$ cat config.mk
export PLATFORM = sky130hd
export DESIGN_NAME = mem_serial_loader
export DESIGN_NICKNAME = d
export VERILOG_FILES = /design/src/rtl/mem_serial_loader.sv
export SDC_FILE = /design/constraint.sdc
export NUM_CORES = 1
export LEC_CHECK = 0
export ABC_AREA = 1
export CORE_ASPECT_RATIO = 0.6
export CORE_MARGIN = 5
export CORE_UTILIZATION = 45
export CTS_CLUSTER_DIAMETER = 30
export DETAILED_ROUTE_END_ITERATION = 10
export HOLD_SLACK_MARGIN = 0.12
export PLACE_DENSITY = 0.67
export REMOVE_ABC_BUFFERS = 1
export SYNTH_ARGS = -nofsm -noshare
export SYNTH_HDL_FRONTEND = slang
export SYNTH_SLANG_ARGS = --single-unit
$ cat constraint.sdc
create_clock -name clk -period 2 [get_ports clk]
set_input_delay 0.5 -clock clk [delete_from_list [all_inputs] [get_ports clk]]
set_output_delay 0.5 -clock clk [all_outputs]
set_load 0.05 [all_outputs]
$ cat src/rtl/mem_serial_loader.sv
// mem_serial_loader
// Receives a serial boot frame (CMD, ADDR, LEN, data bytes, CHK) and writes
// the data bytes into program memory one byte per m_we strobe. A frame whose
// XOR checksum matches ends in DONE and can kick the serial CPU. A bad command
// byte, a checksum mismatch or an early drop of ser_en ends the frame with err.
//
// state  | meaning
// -------+--------------------------------------------------------------
// IDLE   | between frames; the first accepted bit starts a new frame
// CMD    | collecting the command byte (magic nibble + addr[8])
// ADDR   | collecting addr[7:0]
// LEN    | collecting the byte count (0 encodes 256)
// DATA   | collecting data bytes; each completed byte is written to memory
// CHK    | collecting the checksum byte
// DONE   | good frame; serial input ignored until ser_en falls
// ERR    | bad command or checksum; serial input ignored until ser_en falls
module mem_serial_loader #(
  parameter int         ADDR_WIDTH = 9,
  parameter logic [3:0] MAGIC      = 4'hA
) (
  input  logic                  clk,
  input  logic                  rst_n,
  input  logic                  ser_en,
  input  logic                  ser_vld,
  input  logic                  ser_din,
  input  logic                  auto_start,
  output logic [ADDR_WIDTH-1:0] m_addr,
  output logic [7:0]            m_datain,
  output logic                  m_we,
  output logic                  busy,
  output logic                  done,
  output logic                  err,
  output logic                  cpu_start
);

  typedef enum logic [2:0] {
    S_IDLE,
    S_CMD,
    S_ADDR,
    S_LEN,
    S_DATA,
    S_CHK,
    S_DONE,
    S_ERR
  } state_t;

  state_t                state_q, state_d;
  logic [2:0]            bit_cnt_q;
  logic [6:0]            shift_q;
  logic                  addr_hi_q;
  logic [ADDR_WIDTH-1:0] addr_q;
  logic [8:0]            cnt_q;
  logic [7:0]            chk_q;

  logic [ADDR_WIDTH-1:0] m_addr_q;
  logic [7:0]            m_datain_q;
  logic                  m_we_q;
  logic                  busy_q;
  logic                  done_q;
  logic                  err_q;
  logic                  cpu_start_q;

  logic                  in_frame;
  logic                  bit_acc;
  logic                  byte_done;
  logic                  cmd_ok;
  logic                  chk_ok;
  logic                  wr_d;
  logic [7:0]            byte_w;

  // Bit acceptance and byte assembly; byte_w already includes the current bit.
  always_comb begin
    in_frame  = (state_q == S_CMD) || (state_q == S_ADDR) || (state_q == S_LEN) ||
                (state_q == S_DATA) || (state_q == S_CHK);
    bit_acc   = ser_en & ser_vld & (in_frame | (state_q == S_IDLE));
    byte_w    = {shift_q, ser_din};
    byte_done = in_frame & bit_acc & (bit_cnt_q == 3'd7);
    cmd_ok    = (byte_w[7:4] == MAGIC) && (byte_w[3:1] == 3'b000);
    chk_ok    = (byte_w == chk_q);
    wr_d      = byte_done & (state_q == S_DATA);
  end

  // Next-state decode; dropping ser_en inside a frame always wins.
  always_comb begin
    state_d = state_q;
    case (state_q)
      S_IDLE: if (ser_en && ser_vld) state_d = S_CMD;
      S_CMD:
        if (!ser_en)        state_d = S_IDLE;
        else if (byte_done) state_d = cmd_ok ? S_ADDR : S_ERR;
      S_ADDR:
        if (!ser_en)        state_d = S_IDLE;
        else if (byte_done) state_d = S_LEN;
      S_LEN:
        if (!ser_en)        state_d = S_IDLE;
        else if (byte_done) state_d = S_DATA;
      S_DATA:
        if (!ser_en)        state_d = S_IDLE;
        else if (byte_done && (cnt_q == 9'd1)) state_d = S_CHK;
      S_CHK:
        if (!ser_en)        state_d = S_IDLE;
        else if (byte_done) state_d = chk_ok ? S_DONE : S_ERR;
      S_DONE:  if (!ser_en) state_d = S_IDLE;
      S_ERR:   if (!ser_en) state_d = S_IDLE;
      default: state_d = S_IDLE;
    endcase
  end

  // Frame registers and registered outputs.
  always_ff @(posedge clk or negedge rst_n) begin
    if (!rst_n) begin
      state_q     <= S_IDLE;
      bit_cnt_q   <= 3'd0;
      shift_q     <= 7'd0;
      addr_hi_q   <= 1'b0;
      addr_q      <= '0;
      cnt_q       <= 9'd0;
      chk_q       <= 8'd0;
      m_addr_q    <= '0;
      m_datain_q  <= 8'd0;
      m_we_q      <= 1'b0;
      busy_q      <= 1'b0;
      done_q      <= 1'b0;
      err_q       <= 1'b0;
      cpu_start_q <= 1'b0;
    end else begin
      state_q     <= state_d;
      m_we_q      <= wr_d;
      cpu_start_q <= 1'b0;
      busy_q      <= (state_d == S_CMD) || (state_d == S_ADDR) || (state_d == S_LEN) ||
                     (state_d == S_DATA) || (state_d == S_CHK) || wr_d;

      if (state_q == S_IDLE) begin
        if (bit_acc) begin
          // The starting bit is the MSB of the command byte.
          bit_cnt_q <= 3'd1;
          shift_q   <= {6'd0, ser_din};
          chk_q     <= 8'd0;
          done_q    <= 1'b0;
          err_q     <= 1'b0;
        end
      end else if (in_frame && !ser_en) begin
        // Abort: the partial byte is dropped, completed writes stand.
        bit_cnt_q <= 3'd0;
        err_q     <= 1'b1;
      end else if (bit_acc) begin
        bit_cnt_q <= bit_cnt_q + 3'd1;
        shift_q   <= byte_w[6:0];
      end

      if (byte_done) begin
        case (state_q)
          S_CMD: begin
            if (cmd_ok) addr_hi_q <= byte_w[0];
            else        err_q     <= 1'b1;
          end
          S_ADDR: addr_q <= ADDR_WIDTH'({addr_hi_q, byte_w});
          S_LEN:  cnt_q  <= (byte_w == 8'd0) ? 9'd256 : {1'b0, byte_w};
          S_DATA: begin
            m_addr_q   <= addr_q;
            m_datain_q <= byte_w;
            chk_q      <= chk_q ^ byte_w;
            addr_q     <= addr_q + ADDR_WIDTH'(1);
            cnt_q      <= cnt_q - 9'd1;
          end
          S_CHK: begin
            if (chk_ok) begin
              done_q      <= 1'b1;
              cpu_start_q <= auto_start;
            end else begin
              err_q <= 1'b1;
            end
          end
          default: ;
        endcase
      end
    end
  end

  assign m_addr    = m_addr_q;
  assign m_datain  = m_datain_q;
  assign m_we      = m_we_q;
  assign busy      = busy_q;
  assign done      = done_q;
  assign err       = err_q;
  assign cpu_start = cpu_start_q;

endmodule

==> summary.txt <==
highest-count cells in the layout ignoring fill and taps - nand2_1 (108), dfrtp_1 (62), inv_1 (40), o21ai_0 (31), buf_4 (31)
instance count on the critical path - 1
Starting Density - 0.454
Max Clock Skew - 6.99 ps
cell at the root of the clock tree - clkbuf_16
via count of the routed design - 2768
clock tree from TritonCTS - built
Crit Path Class - reg2out
core area - 0.00715 mm^2
total negative setup slack - 0 ps
highest attainable clock frequency - 0.510 GHz
final count of pins violating max slew - 0
Top-Level Pins - 28
critical path's top delay family - buffers and inverters
number of library cell types mapped by synthesis - 38
first-pass GRT wire length - 13000 um
Avg Inst Size Synth - 8.21 um^2
Crit-path slowest cell - clkdlybuf4s50_1
DIE AREA - 0.00906 mm^2
category of the worst setup path launch point - flip-flop
height of the die - 75.7 um
final period demand of the worst path - 1960 ps
cell area after synthesis - 0.00324 mm^2
cell type with the highest aggregate area in the netlist - dfrtp_1
total routed wirelength - 7590 um
classification of the worst-slack hold path - in2async
Syn Inst Count - 395
clock-pin slew on the worst setup and hold paths - 50 ps
unrepaired setup endpoints after global routing - no
WL met2 - 3070 um
maximum fanout encountered on the critical timing path - 1
total routing usage reported by global routing - 0.187
clock network latency to the later pin of the worst-skew pair - 330 ps
Layout area overhead - 23.8%
wire length on met1 - 3900 um
ordered list of cells on the worst path - clkdlybuf4s50_1
max-capacitance violation count - 0
Horiz. Die Dim - 120 um
pin slew with the least headroom to its limit - 508 ps
#FFs+latches synth - 62
minimum setup slack among reg-to-reg paths - 290 ps
maximum clock path buffer count - 2
CTS buffer count - 9
data arrival time of the critical path - 1460 ps
Worst Setup EP - cpu_start
crit end category - output pin
ratio of final minimum period to clock period - 0.980
share of flip-flops with an asynchronous set or reset - 1.00
number of nets with antenna violations after detailed routing - 0
via/cell ratio - 5.16
result of the run - finished clean
total leakage power - 2.11 nW
Crit path buffers/inverters - 1
highest routed metal layer - met4
FP Rows - 24
number of hold buffers added after CTS - 0
most frequently used flop master after synthesis - dfrtp_1
antenna cells - 0
required time worst endpoint - 1500 ps
number of sinks driven by the clock tree - 62
total of warnings raised by yosys - 0
first-iteration detailed-routing DRC count - 208
worst slew margin relative to its limit - 0.661
start point of the critical path - cpu_start
worst flop-to-flop path startpoint - bit_cnt_q[0]
H-tree level count - 3
overflow left after global routing - 0
number of synthesized flops with an enable pin - 0
number of buffers inserted by port buffering - 27
worst vdd rail ir drop - 0.000507 V
Reg2Reg Capture Point - busy
vias in the first global route - 2611
Synth area leaders - dfrtp_1 (48%), nand2_1 (13%), o21ai_0 (4.8%), inv_1 (4.6%), nor2_1 (3.2%)
Final setup viols - 0
delay of the slowest cell on the worst path - 800 ps
fraction of synthesized cell area taken by the top area cell type - 0.479
wire length per cell after detailed routing - 14.2 um
Placed Area - 0.00369 mm^2
routability congestion estimate - 0.860
residual DRC count - 0
Design Area, Final - 0.00401 mm^2
sequential-to-total area share from yosys stat - 0.479
share of final-layout standard cells stronger than drive strength 1 - 0.169
final hold slack - 166 ps
DR WL met3 - 450 um
DRT Pass-1 Iters - 4
number of antenna violations at the first check in global routing - 0
Final #Nets - 451
depth of the worst register-to-register path - 11
most common cell after layout, fill and taps aside - nand2_1
HPWL after detailed placement - 5410 um
Cell Pwr Density - 775 mW/mm^2
largest net degree at the start of global routing - 63
number of failing hold endpoints at the final stage - 0
[what timing repair did]
action,in CTS,in global routing
gates resized for setup,0,3
hold endpoints to repair,0,0
setup endpoints to repair,0,3
setup buffers,0,0
[metrics by stage]
| step | util | setup slack, ps | std cells | power [W] |
|---|---|---|---|---|
| floorplan | - | 369 | 384 | 0.00141 |
| global placement | 0.516 | -82.4 | 520 | 0.00150 |
| detailed placement | 0.516 | -137 | 520 | 0.00150 |
| CTS | 0.561 | 2.10 | 536 | 0.00314 |
| global route | 0.562 | 2.20 | 536 | 0.00323 |
| finish | 0.562 | 39.2 | 536 | 0.00311 |
[synthesized netlist by cell type, types with 2 or more instances]
library cell	count
nand2_1	108
dfrtp_1	62
inv_1	40
o21ai_0	31
nor2_1	28
nand3_1	17
a21oi_1	14
o21ai_1	10
o22ai_1	8
inv_2	7
nand4_1	7
xor2_1	7
buf_2	6
nor3_1	6
ha_1	5
a31oi_1	4
nand2_2	3
nand2_4	3
nor2_4	3
xnor2_1	3
a32o_1	2
buf_6	2
nor2_2	2
nor2_8	2
o211ai_1	2
[layer usage]
metal,GRT usage,up-vias
met5,0,-
li1,-,1380
met3,0.0542,15
met2,0.264,79
met4,0.0952,0
met1,0.264,1294
[power breakdown]
part | switching (W) | internal [W]
clock network | 0.000542 | 0.00109
logic | 0.000124 | 0.0000607
registers | 0.0000165 | 0.00127
[registers in the layout, summed over array words and instances, names as in the netlist, 3 cells and up]
name	flops
cnt_q	9
chk_q	8
addr_q	9
shift_q	7
bit_cnt_q	3
m_datain	8
state_q	3
m_addr	9
[worst register-to-register path: cells and delay by family (launching register included)]
family,cells,cell delay (ps)
DFF,1,370
and+or+nand+nor,9,810
adders and majority gates,2,440
[cell type report]
class | instances | area (um^2)
fill | 641 | 3130
sequential | 62 | 1550
multi-input combinational | 275 | 1450
timing repair buffer | 45 | 405
clock buffer | 13 | 280
inverter | 47 | 176
tap | 91 | 114
clock inverter | 3 | 40.0
[cell families (layout without fill, tap and decap cells)]
group                    Yosys count  in the layout  share of synthesized area
flip-flops                        62             62                      0.479
AO/OA/AOI/OAI                     78             78                      0.139
buffers and inverters             58            108                     0.0753
XOR/XNOR                          10             10                     0.0270
multiplexers                       1              1                    0.00309
AND/OR/NAND/NOR                  181            181                      0.258
adder cells (fa/ha/maj)            5              5                     0.0193
[how the worst min path moves through the flow]
| stage | startpoint | endpoint | slack (ps) | depth (start not counted) |
|---|---|---|---|---|
| finish | rst_n | m_addr[4] | 170 | 2 |
| detailed placement | m_addr[8] | m_addr[8] | 460 | 2 |
| global placement | m_addr[7] | m_addr[7] | 450 | 2 |
| floorplan | rst_n | addr_hi_q | 200 | 0 |
| global route | rst_n | m_addr[4] | 210 | 2 |
| CTS | rst_n | addr_q[4] | 190 | 2 |
(Power assumes the default switching activity.)
